<file path="src/rtl/led_ctrl_pkg.sv">
// Shared constants and types for the LED blink configuration controller.
package led_ctrl_pkg;

  localparam int CNT_W = 28;
  localparam int DIV_W = 5;

  typedef logic [CNT_W-1:0] cnt_t;

  localparam cnt_t             CNT_1S  = 28'h5F5E100;
  localparam logic [DIV_W-1:0] DIV_MAX = 5'd20;

  typedef enum logic [1:0] {
    IDLE,
    DIV,
    WRITE,
    SYNC
  } ctrl_state_t;

  // Ratios of zero or above DIV_MAX fall back to the one-second default.
  function automatic logic div_bypass(input logic [DIV_W-1:0] div);
    return (div == '0) || (div > DIV_MAX);
  endfunction

endpackage

</file>
<file path="src/rtl/serial_div.sv">
// Restoring serial divider: one quotient bit per cycle, MSB first, CNT_W cycles.
module serial_div
  import led_ctrl_pkg::*;
(
  input  logic             clk100,
  input  logic             rst,
  input  logic             start_i,
  input  cnt_t             dividend_i,
  input  logic [DIV_W-1:0] divisor_i,
  output logic             done_o,
  output cnt_t             quotient_o
);

  logic           run_q, run_d;
  logic [4:0]     iter_q, iter_d;
  logic [CNT_W:0] rem_q, rem_d;
  logic [CNT_W:0] dvs_q, dvs_d;
  cnt_t           quo_q, quo_d;
  logic [CNT_W:0] trial, diff;
  logic           last;

  // The quotient register doubles as the dividend shifter: dividend bits
  // leave at the top while quotient bits enter at the bottom.
  assign trial      = {rem_q[CNT_W-1:0], quo_q[CNT_W-1]};
  assign diff       = trial - dvs_q;
  assign last       = run_q && (iter_q == 5'(CNT_W - 1));
  assign done_o     = last;
  assign quotient_o = quo_q;

  always_comb begin
    // NOTE: every variable gets a default first so no path leaves a latch.
    run_d  = run_q;
    iter_d = iter_q;
    rem_d  = rem_q;
    dvs_d  = dvs_q;
    quo_d  = quo_q;
    if (start_i) begin
      run_d  = 1'b1;
      iter_d = '0;
      rem_d  = '0;
      dvs_d  = {{(CNT_W + 1 - DIV_W){1'b0}}, divisor_i};
      quo_d  = dividend_i;
    end else if (run_q) begin
      if (diff[CNT_W]) begin
        rem_d = trial;
        quo_d = {quo_q[CNT_W-2:0], 1'b0};
      end else begin
        rem_d = diff;
        quo_d = {quo_q[CNT_W-2:0], 1'b1};
      end
      iter_d = iter_q + 5'd1;
      if (last) run_d = 1'b0;
    end
  end

  // NOTE: state registers use non-blocking assignments so every flop samples
  // the pre-edge values of its neighbours.
  always_ff @(posedge clk100) begin
    if (rst) begin
      run_q  <= 1'b0;
      iter_q <= '0;
    end else begin
      run_q  <= run_d;
      iter_q <= iter_d;
    end
  end

  // NOTE: the datapath is left unreset; it is always reloaded by start_i
  // before anything reads it.
  always_ff @(posedge clk100) begin
    rem_q <= rem_d;
    dvs_q <= dvs_d;
    quo_q <= quo_d;
  end

endmodule

</file>
<file path="src/rtl/led_blink_ctrl.sv">
// Configuration controller: turns divide-ratio requests into per-channel
// terminal counts using one shared serial divider, then strobes a restart.
module led_blink_ctrl
  import led_ctrl_pkg::*;
#(
  parameter  int NCH  = 4,
  localparam int CH_W = (NCH > 1) ? $clog2(NCH) : 1
) (
  input  logic                 clk100,
  input  logic                 rst,
  input  logic                 req_valid_i,
  output logic                 req_ready_o,
  input  logic [CH_W-1:0]      req_ch_i,
  input  logic [DIV_W-1:0]     req_div_i,
  input  logic                 req_all_i,
  output logic [NCH*CNT_W-1:0] cnt_max_o,
  output logic [NCH-1:0]       wren_o,
  output logic                 busy_o
);

  ctrl_state_t     state_q, state_d;
  logic [CH_W-1:0] ch_q;
  logic            all_q;
  logic            bypass_q;
  cnt_t            cnt_max_q [NCH];
  logic [NCH-1:0]  wren_q;
  logic [NCH-1:0]  sel;
  logic            accept;
  logic            bypass;
  logic            div_start;
  logic            div_done;
  cnt_t            quotient;
  cnt_t            result;

  assign req_ready_o = (state_q == IDLE) && !rst;
  assign accept      = req_valid_i && req_ready_o;
  assign bypass      = div_bypass(req_div_i);
  assign div_start   = accept && !bypass;
  assign result      = bypass_q ? CNT_1S : quotient;
  assign busy_o      = (state_q != IDLE);
  assign wren_o      = wren_q;

  serial_div u_div (
    .clk100     (clk100),
    .rst        (rst),
    .start_i    (div_start),
    .dividend_i (CNT_1S),
    .divisor_i  (req_div_i),
    .done_o     (div_done),
    .quotient_o (quotient)
  );

  always_comb begin
    state_d = state_q;
    unique case (state_q)
      IDLE:    if (accept) state_d = bypass ? WRITE : DIV;
      DIV:     if (div_done) state_d = WRITE;
      WRITE:   state_d = SYNC;
      SYNC:    state_d = IDLE;
      default: state_d = IDLE;
    endcase
  end

  // An out-of-range channel index matches no k, so nothing is written.
  always_comb begin
    sel = '0;
    for (int k = 0; k < NCH; k++)
      sel[k] = (state_q == WRITE) && (all_q || (int'(ch_q) == k));
  end

  always_ff @(posedge clk100) begin
    if (rst) begin
      state_q <= IDLE;
      wren_q  <= '0;
      for (int k = 0; k < NCH; k++) cnt_max_q[k] <= CNT_1S;
    end else begin
      state_q <= state_d;
      wren_q  <= sel;
      for (int k = 0; k < NCH; k++)
        if (sel[k]) cnt_max_q[k] <= result;
    end
  end

  always_ff @(posedge clk100) begin
    if (accept) begin
      ch_q     <= req_ch_i;
      all_q    <= req_all_i;
      bypass_q <= bypass;
    end
  end

  for (genvar k = 0; k < NCH; k++) begin : g_pack
    assign cnt_max_o[k*CNT_W +: CNT_W] = cnt_max_q[k];
  end

endmodule
</file>
<file path="config.mk">
export PLATFORM = sky130hd
export DESIGN_NAME = led_blink_ctrl
export DESIGN_NICKNAME = d
export VERILOG_FILES = /design/src/rtl/led_ctrl_pkg.sv /design/src/rtl/serial_div.sv /design/src/rtl/led_blink_ctrl.sv
export SDC_FILE = /design/constraint.sdc
export NUM_CORES = 1
export LEC_CHECK = 0
export BUFFER_PORTS_ARGS = -buffer_cell sky130_fd_sc_hd__buf_4
export CORE_MARGIN = 1
export CORE_UTILIZATION = 45
export DETAILED_ROUTE_END_ITERATION = 7
export GPL_TIMING_DRIVEN = 0
export PLACE_DENSITY = 0.72
export SLEW_MARGIN = 25
export SYNTH_ARGS = -nofsm -noshare
export SYNTH_HDL_FRONTEND = slang
export SYNTH_SLANG_ARGS = --single-unit
</file>
<file path="constraint.sdc">
create_clock -name clk100 -period 7 [get_ports clk100]
set_input_delay 1.4 -clock clk100 [delete_from_list [all_inputs] [get_ports clk100]]
set_output_delay 1.4 -clock clk100 [all_outputs]
set_load 0.02 [all_outputs]
</file>
==> results of run 1 <==
==> report_power, final <==
| part | switching, mW | leakage [nW] | internal (mW) |
|---|---|---|---|
| registers | 0.170 | 1.64 | 1.42 |
| clock network | 0.447 | 0.273 | 0.473 |
| logic | 0.566 | 1.45 | 0.365 |
| total | 1.18 | 3.36 | 2.26 |
==> logic make-up (layout without fill, tap and decap cells) <==
group	count (synthesis)	after routing	share of synthesized area, %
adder cells (fa/ha/maj)	11	11	1.91
XOR/XNOR	25	25	2.88
AO/OA/AOI/OAI	85	85	6.47
multiplexers	31	31	4.08
buffers and inverters	51	211	2.57
flip-flops	189	189	65.7
AND/OR/NAND/NOR	267	267	16.4
==> registers in the layout, indices dropped and copies added, names as in the netlist <==
| signal | count |
|---|---|
| ch_q | 2 |
| wren_o | 4 |
| state_q | 2 |
| u_div.run_q | 1 |
| u_div.quotient_o | 28 |
| u_div.rem_q | 28 |
| u_div.dvs_q | 5 |
| bypass_q | 1 |
| u_div.iter_q | 5 |
| cnt_max_q | 112 |
| all_q | 1 |
==> worst max-delay path by stage <==
stage	cells past startpoint	end	start	slack, ns
4_1_cts	3	req_ready_o	rst	3.77
5_1_grt	11	u_div.rem_q[3]$_SDFFE_PP0P_	u_div.quotient_o[27]$_SDFFE_PP0P_	3.54
6_report	3	req_ready_o	rst	3.76
2_1_floorplan	1	req_ready_o	rst	3.88
3_3_place_gp	7	u_div.dvs_q[0]$_DFFE_PP_	req_div_i[1]	3.58
3_5_place_dp	7	u_div.dvs_q[0]$_DFFE_PP_	req_div_i[1]	3.57
==> routing by layer <==
metal | global-route usage (%) | up-vias
met1 | 25.0 | 2537
met4 | 5.88 | 0
met3 | 4.11 | 7
met5 | 0 | -
met2 | 33.7 | 173
li1 | - | 2620
==> synthesized netlist by cell type (2+ instances only) <==
cell type / number / area share [%]
o21bai_1: 2 / 0.20
dfxtp_1: 68 / 18
and2_1: 2 / 0.16
o21ai_0: 34 / 2.2
edfxtp_1: 121 / 48
nor2b_1: 3 / 0.25
a21oi_1: 25 / 1.6
a211oi_1: 3 / 0.30
nor4_1: 15 / 1.2
buf_1: 3 / 0.15
xor2_1: 12 / 1.4
or4_1: 6 / 0.59
or2_2: 2 / 0.16
clkbuf_1: 28 / 1.4
nand3_1: 9 / 0.59
inv_1: 18 / 0.89
nor2_1: 104 / 5.1
nor3b_1: 2 / 0.20
nand2b_1: 16 / 1.3
a31oi_1: 5 / 0.41
a21o_1: 6 / 0.59
ha_1: 10 / 1.6
xnor2_1: 13 / 1.5
nand2_1: 77 / 3.8
nor3_1: 12 / 0.79
or3_1: 8 / 0.66
nand4_1: 3 / 0.25
o31ai_1: 2 / 0.20
mux2i_1: 31 / 4.1
==> cells in the final DEF (no fill, tap or decap), types with 3 or more instances in the layout <==
cell type	n
a21o_2	4
nand4_1	3
nor3_1	12
clkbuf_16	17
nor4_1	15
ha_1	10
nor2_1	104
edfxtp_1	121
inv_8	5
clkinvlp_4	3
buf_4	129
a21oi_1	25
nand2b_1	16
or3_1	8
nand2_1	77
a31oi_1	5
xor2_1	12
clkbuf_1	28
nand3_1	9
xnor2_1	13
mux2i_1	31
nor2b_1	3
inv_1	18
o21ai_0	34
inv_6	4
or4_1	6
buf_1	3
dfxtp_1	68
a211oi_1	3
==> layout make-up <==
| type | instances | share of cell area, % |
|---|---|---|
| multi-input cells | 419 | 25.7 |
| clock inverters | 15 | 1.53 |
| flip-flops and latches | 189 | 53.1 |
| clock buffers | 17 | 4.52 |
| repair buffers | 128 | 10.2 |
| inverters | 19 | 0.758 |
| plain buffers | 32 | 1.32 |
| well taps | 220 | 2.93 |
==> worst max-delay path, stage by stage <==
cell,delay (ns)
buf_4,0.13
nor2b_1,0.14
buf_4,0.16
==> reports/metrics.csv, run 1 <==
stage;metric;value;unit
floorplanning;top_level_ports;129;
route;drtIter0Drc;376;
timing;slew_headroom;39.5;%
worst_setup_path;reg2reg_slack;3.86;ns
floorplanning;die_w;132;um
synth;synthesis.area;7600;um2
timing;skew;0.00774;ns
worst_setup_path;ff2ff_path_depth;11;
worst_setup_path;critPathArrivalTime;1.84;ns
hold_path;hold_class;reg -> reg;
synth;synth_flop_cell;edfxtp_1;
layout;drive_gt1_share;21.0;%
worst_setup_path;crit_fanout;5;
placement;dp_hpwl;11500;um
clock_network;worstSkewPairLatency;0.43;ns
worst_setup_path;end_kind;output port;
global_routing;grt_overflow_total;0;
worst_setup_path;crit_type;in -> out;
placement;portBuffers;128;
timing;period_minus_slack;3.24;ns
layout;postLayoutCoreUtil;56.9;%
hold_path;hold_depth;2;
global_routing;first_global_vias;5046;
timing;rsz0062_at_grt;no;
flow_run;drv_cap;0;
synth;yosys_warnings;0;
hold_path;min_from;state_q[1]$_SDFFE_PP0P_;
timing;hold_viol;0;
floorplanning;initial_core_util;46.0;%
status;status;finished, final reports clean;
layout;final-instance-count-excl-fill;1039;
clock_network;clockRootBuffer;clkbuf_16;
timing;setup_ws;3.76;ns
route;wl_met1;7320;um
power;total_power;3.44;mW
timing;slew_viol_final;0;
layout;n_fill_cell;1375;
clock_network;cts_buffer_depth;2;
clock_network;htreeDepth;4;
synth;yosysSeqAreaShare;65.7;%
synth;async_flop_share;0;%
timing;setup_viol;0;
worst_setup_path;r2r_end;u_div.rem_q[3]$_SDFFE_PP0P_;
floorplanning;core;16500;um2
global_routing;grt_use_total;19.6;%
global_routing;grt_max_degree;29;
layout;area_delta_synth_final;23.8;%
timing;whs;0.485;ns
layout;post-route-cell-area;9410;um2
global_routing;grt_pass1_wl;26400;um
placement;gp_congestion;0.792;
route;totalWireLength;16500;um
clock_network;cts-resized-gates;0;
route;drt_pass1_iterations;5;
route;wl_met3;846;um
synth;ys_types;48;
synth;synth_seq_cells;189;
route;post-route-drc-count;0;
layout;ff_latch_area;4990;um2
floorplanning;die_y;132;um
synth;syn-num-nets;681;
timing;fin_crit_sh;46.2;%
global_routing;grt_antenna_before_repair;0;
synth;synth_edf_count;121;
worst_setup_path;reg2reg_from;u_div.quotient_o[27]$_SDFFE_PP0P_;
clock_network;path_clk_slew;0.07;ns
timing;fmax;0.309;GHz
layout;nets;828;
power;powerDensity;366;nW/um2
placement;place_inst;1007;
layout;antenna_cells;0;
worst_setup_path;start_kind;primary input;
synth;syn_area_per_cell;11.5;um2
layout;multi_input_area;2410;um2
timing;fin_tns_setup;0;ns
clock_network;cts_setup_buffers;0;
clock_network;cts_buffers;17;
timing;tightest_slew;0.900;ns
synth;synth_cells;659;
route;dr_wl_met2;8200;um
hold_path;hold-path-endpoint;state_q[1]$_SDFFE_PP0P_;
clock_network;cts_tree;done;
route;top_layer_used;met4;
route;wl_per_cell;15.9;um
placement;pre_cts_slack;3.57;ns
clock_network;postCtsHoldBufs;0;
floorplanning;rows;47;
route;ant_nets;0;
floorplanning;dieArea;17400;um2
placement;placed_area;8840;um2
worst_setup_path;required;5.60;ns
power;leakagePower;3.36;nW
power;ir_drop;0.207;mV
route;vias;5337;
route;via_per_inst;5.14;
clock_network;cts_sinks;189;
(Power assumes the default switching activity.)
==> inputs of run 2 (changes only) <==
==> constraint.sdc (replaced) <==
create_clock -name clk100 -period 3.11 [get_ports clk100]
set_input_delay 0.622 -clock clk100 [delete_from_list [all_inputs] [get_ports clk100]]
set_output_delay 0.622 -clock clk100 [all_outputs]
set_load 0.02 [all_outputs]
==> reports/metrics.csv, run 2 (synthesis results as in run 1) <==
stage;metric;value;unit
status;status;finished, final reports clean;
power;leakagePower;3.36;nW
layout;regMostFlops;cnt_max_q;
floorplanning;top_level_ports;129;
timing;setup_viol;0;
layout;drive_gt1_share;21.2;%
floorplanning;dieArea;17400;um2
power;powerDensity;822;nW/um2
worst_setup_path;start_kind;flop;
worst_setup_path;required;3.46;ns
clock_network;cts_sinks;189;
floorplanning;rows;47;
route;via_per_inst;5.11;
layout;final_cell_mix;129 x buf_4, 121 x edfxtp_1, 104 x nor2_1, 77 x nand2_1, 68 x dfxtp_1;
placement;portBuffers;128;
global_routing;grt_pass1_wl;26300;um
floorplanning;initial_core_util;46.0;%
floorplanning;die_w;132;um
clock_network;worstSkewPairLatency;0.43;ns
timing;setup_ws;0.219;ns
timing;skew;0.00906;ns
global_routing;grt_max_degree;29;
timing;rsz0062_at_grt;no;
worst_setup_path;critPathArrivalTime;3.24;ns
route;wl_per_cell;15.8;um
layout;antenna_cells;0;
worst_setup_path;slowest_delay;0.58;ns
timing;tightest_slew;0.832;ns
route;ant_nets;0;
power;total_power;7.75;mW
clock_network;cts_buffers;17;
route;vias;5312;
worst_setup_path;cp_common_cell;inv_1;
placement;gp_congestion;0.792;
worst_setup_path;crit_fanout;7;
clock_network;cts_tree;done;
clock_network;cts_setup_buffers;0;
worst_setup_path;crit_type;reg -> reg;
worst_setup_path;end_kind;flop;
placement;pre_cts_slack;-0.0327;ns
timing;slew_headroom;44.5;%
placement;dp_hpwl;11500;um
global_routing;grt_use_total;19.6;%
hold_path;hold_class;in -> reg;
floorplanning;die_y;132;um
layout;area_delta_synth_final;24.1;%
layout;nets;828;
worst_setup_path;worstPathCellList;inv_1 -> ha_1 -> inv_1 -> fa_1 -> nand2_1 -> a21oi_2 -> o31a_1 -> or4_4 -> or4_1 -> a31oi_1;
timing;fin_tns_setup;0;ns
floorplanning;core;16500;um2
timing;fin_crit_sh;93.0;%
route;post-route-drc-count;0;
route;drt_pass1_iterations;5;
timing;fmax;0.346;GHz
layout;largest_reg_flops;112;
layout;layout_commonest_cell;buf_4;
layout;post-route-cell-area;9430;um2
clock_network;path_clk_slew;0.07;ns
clock_network;clockRootBuffer;clkbuf_16;
timing;hold_viol;0;
global_routing;grt_overflow_total;0;
global_routing;first_global_vias;5029;
placement;placed_area;8840;um2
worst_setup_path;slowest_stage;or4_4;
route;totalWireLength;16400;um
flow_run;drv_cap;0;
timing;period_minus_slack;2.89;ns
clock_network;cts_buffer_depth;2;
timing;slew_viol_final;0;
clock_network;htreeDepth;4;
route;drtIter0Drc;353;
global_routing;grt_antenna_before_repair;0;
power;ir_drop;0.465;mV
## run 2: cell counts in the layout (fill, tap and decap cells not counted)
No cell type changed its count.
## run 2: worst paths after layout
path                                          start                      endpoint  slack, ns  cells past startpoint
setup / recovery  u_div.quotient_o[27]$_SDFFE_PP0P_  u_div.rem_q[25]$_SDFFE_PP0P_       0.22                     10
setup reg to reg  u_div.quotient_o[27]$_SDFFE_PP0P_  u_div.rem_q[25]$_SDFFE_PP0P_       0.22                     10
hold reg to reg             state_q[1]$_SDFFE_PP0P_       state_q[1]$_SDFFE_PP0P_       0.49                      2
hold / removal                            req_all_i               all_q$_DFFE_PP_       0.37                      1
## run 2: where the power goes
| part | switching (mW) | internal [mW] |
|---|---|---|
| combinational | 1.28 | 0.823 |
| sequential | 0.384 | 3.20 |
| clock | 1.00 | 1.07 |
| total | 2.67 | 5.08 |
## run 2: timing repair
item / 4_1_cts / 5_1_grt
hold buffers: 0 / 0
pin swaps: 0 / 0
gates resized for setup: 1 / 2
hold endpoints to repair: 0 / 0
setup endpoints to repair: 2 / 4
## run 2: through the flow
stage / util (%) / instances / hold WS, ns
after CTS: 57.0 / 1039 / 0.357
after detailed placement: 53.5 / 1007 / 0.478
after global routing: 57.1 / 1039 / 0.354
final: 57.1 / 1039 / 0.367
after global placement: 53.5 / 1007 / 0.461
after floorplan: - / 659 / 0.449
## run 2: cell type report
cell class / instances / area (um2)
buffer: 32 / 124
clock buffer: 17 / 425
clock inverter: 15 / 144
fill: 1369 / 7100
inverter: 19 / 71.3
multi-input combinational: 419 / 2430
sequential: 189 / 4990
tap: 220 / 275
timing repair buffer: 128 / 961
## run 2: critical path: cells and delay by family (launching register included)
kind / cells / cell delay, ns
adder cells (fa/ha/maj): 2 / 0.56
flip-flops: 1 / 0.37
AND/OR/NAND/NOR: 3 / 1.11
AO/OA/AOI/OAI: 3 / 0.66
buffers and inverters: 2 / 0.13
## run 2: layer usage
| layer | global-route usage [%] | wire length, um |
|---|---|---|
| met5 | 0 | 0 |
| met1 | 25.0 | 7200 |
| met2 | 33.5 | 8140 |
| met3 | 4.11 | 930 |
| met4 | 5.88 | 153 |
==> inputs of run 3 (changes only) <==
--- a/config.mk
+++ b/config.mk
@@ -7,10 +7,11 @@
 export LEC_CHECK = 0
 export BUFFER_PORTS_ARGS = -buffer_cell sky130_fd_sc_hd__buf_4
 export CORE_MARGIN = 1
-export CORE_UTILIZATION = 45
+export CORE_UTILIZATION = 35
 export DETAILED_ROUTE_END_ITERATION = 7
 export GPL_TIMING_DRIVEN = 0
-export PLACE_DENSITY = 0.72
+export PLACE_DENSITY = 0.6
+export SETUP_SLACK_MARGIN = 0.15
 export SLEW_MARGIN = 25
 export SYNTH_ARGS = -nofsm -noshare
 export SYNTH_HDL_FRONTEND = slang
==> reports/metrics.csv, run 3 (synthesis results as in run 1) <==
stage;metric;value;unit
global_routing;first_global_vias;5080;
global_routing;grt_use_total;15.2;%
clock_network;htreeDepth;4;
layout;antenna_cells;0;
placement;placed_area;8910;um2
worst_setup_path;critPathArrivalTime;3.19;ns
placement;portBuffers;128;
layout;final-instance-count-excl-fill;1095;
placement;gp_congestion;0.821;
timing;fmax;0.353;GHz
route;via_per_inst;4.82;
timing;skew;0.00709;ns
clock_network;clockRootBuffer;clkbuf_16;
clock_network;postCtsHoldBufs;0;
floorplanning;die_y;149;um
layout;final_cell_mix;130 x buf_4, 121 x edfxtp_1, 104 x nor2_1, 76 x nand2_1, 67 x dfxtp_1;
timing;setup_viol;0;
worst_setup_path;crit_type;reg -> reg;
floorplanning;die_w;149;um
clock_network;cts_tree;done;
layout;drive_gt1_share;21.8;%
global_routing;grt_overflow_total;0;
clock_network;worstSkewPairLatency;0.43;ns
placement;place_inst;1062;
worst_setup_path;start_kind;flop;
layout;multi_input_area;2450;um2
global_routing;grt_max_degree;29;
route;drtIter0Drc;314;
floorplanning;core;21200;um2
layout;layout_commonest_cell;buf_4;
timing;slew_viol_final;0;
worst_setup_path;crit_fanout;7;
clock_network;path_clk_slew;0.07;ns
floorplanning;initial_core_util;35.9;%
route;totalWireLength;16500;um
layout;n_fill_cell;1949;
route;post-route-drc-count;0;
status;status;finished, final reports clean;
floorplanning;dieArea;22300;um2
worst_setup_path;end_kind;flop;
floorplanning;rows;53;
layout;ff_latch_area;5000;um2
timing;tightest_slew;0.776;ns
timing;hold_viol;0;
power;powerDensity;830;nW/um2
power;ir_drop;0.424;mV
hold_path;hold_class;in -> reg;
layout;area_delta_synth_final;25.9;%
clock_network;cts_buffers;17;
layout;post-route-cell-area;9570;um2
timing;rsz0062_at_grt;no;
power;leakagePower;3.39;nW
layout;largest_reg_flops;112;
timing;slew_headroom;48.3;%
timing;period_minus_slack;2.84;ns
global_routing;grt_antenna_before_repair;0;
clock_network;cts_buffer_depth;2;
placement;dp_hpwl;11800;um
timing;fin_crit_sh;91.2;%
timing;fin_tns_setup;0;ns
layout;nets;829;
flow_run;drv_cap;0;
clock_network;cts_sinks;189;
route;ant_nets;0;
floorplanning;top_level_ports;129;
layout;regMostFlops;cnt_max_q;
global_routing;grt_pass1_wl;26400;um
route;wl_per_cell;15.1;um
route;drt_pass1_iterations;4;
timing;whs;0.370;ns
route;vias;5278;
worst_setup_path;required;3.47;ns
## run 3: path summary, 6_finish.rpt
check | start | to | slack (ns) | cells past startpoint
max reg2reg | u_div.quotient_o[27]$_SDFFE_PP0P_ | u_div.rem_q[25]$_SDFFE_PP0P_ | 0.27 | 10
min reg2reg | state_q[1]$_SDFFE_PP0P_ | state_q[1]$_SDFFE_PP0P_ | 0.48 | 2
max | u_div.quotient_o[27]$_SDFFE_PP0P_ | u_div.rem_q[25]$_SDFFE_PP0P_ | 0.27 | 10
min | req_ch_i[0] | ch_q[0]$_DFFE_PP_ | 0.37 | 1
## run 3: area by class of cell
| cell class | instances | share of cell area, % |
|---|---|---|
| Clock buffer | 18 | 4.59 |
| Sequential cell | 189 | 52.2 |
| Clock inverter | 14 | 1.77 |
| Multi-Input combinational cell | 419 | 25.7 |
| Buffer | 32 | 1.29 |
| Tap cell | 275 | 3.60 |
| Inverter | 19 | 0.746 |
| Timing Repair Buffer | 129 | 10.1 |
## run 3: worst max-delay path, stage by stage (launching register included)
cell	delay, ns
dfxtp_2	0.36
inv_1	0.06
ha_1	0.16
inv_1	0.05
fa_1	0.41
nand2_2	0.11
a21oi_4	0.10
o31a_1	0.37
or4_4	0.57
or4_1	0.41
a31oi_1	0.16
## run 3: routing by layer
layer / routed length, um / GRT usage [%]
met5: 0 / 0
met4: 148 / 4.08
met3: 782 / 3.33
met2: 7940 / 25.4
met1: 7670 / 19.9
## run 3: metrics by stage
| stage | power, mW | setup slack (ns) | util, % |
|---|---|---|---|
| after floorplan | 5.04 | 0.443 | - |
| after global placement | 5.70 | -0.0974 | 42.1 |
| after detailed placement | 5.73 | -0.151 | 42.1 |
| after CTS | 7.95 | 0.210 | 45.1 |
| after global routing | 8.38 | 0.150 | 45.2 |
| final | 7.94 | 0.274 | 45.2 |
## run 3: timing repair
item | in CTS | in global routing
pin swaps | 1 | 1
endpoints found under the setup margin | 13 | 6
buffers inserted | 0 | 1
gates resized for setup | 3 | 5
## run 3: power breakdown
group | internal, mW | switching, mW | total, mW
Combinational | 0.844 | 1.29 | 2.14
Clock | 1.18 | 1.03 | 2.21
Sequential | 3.20 | 0.393 | 3.59
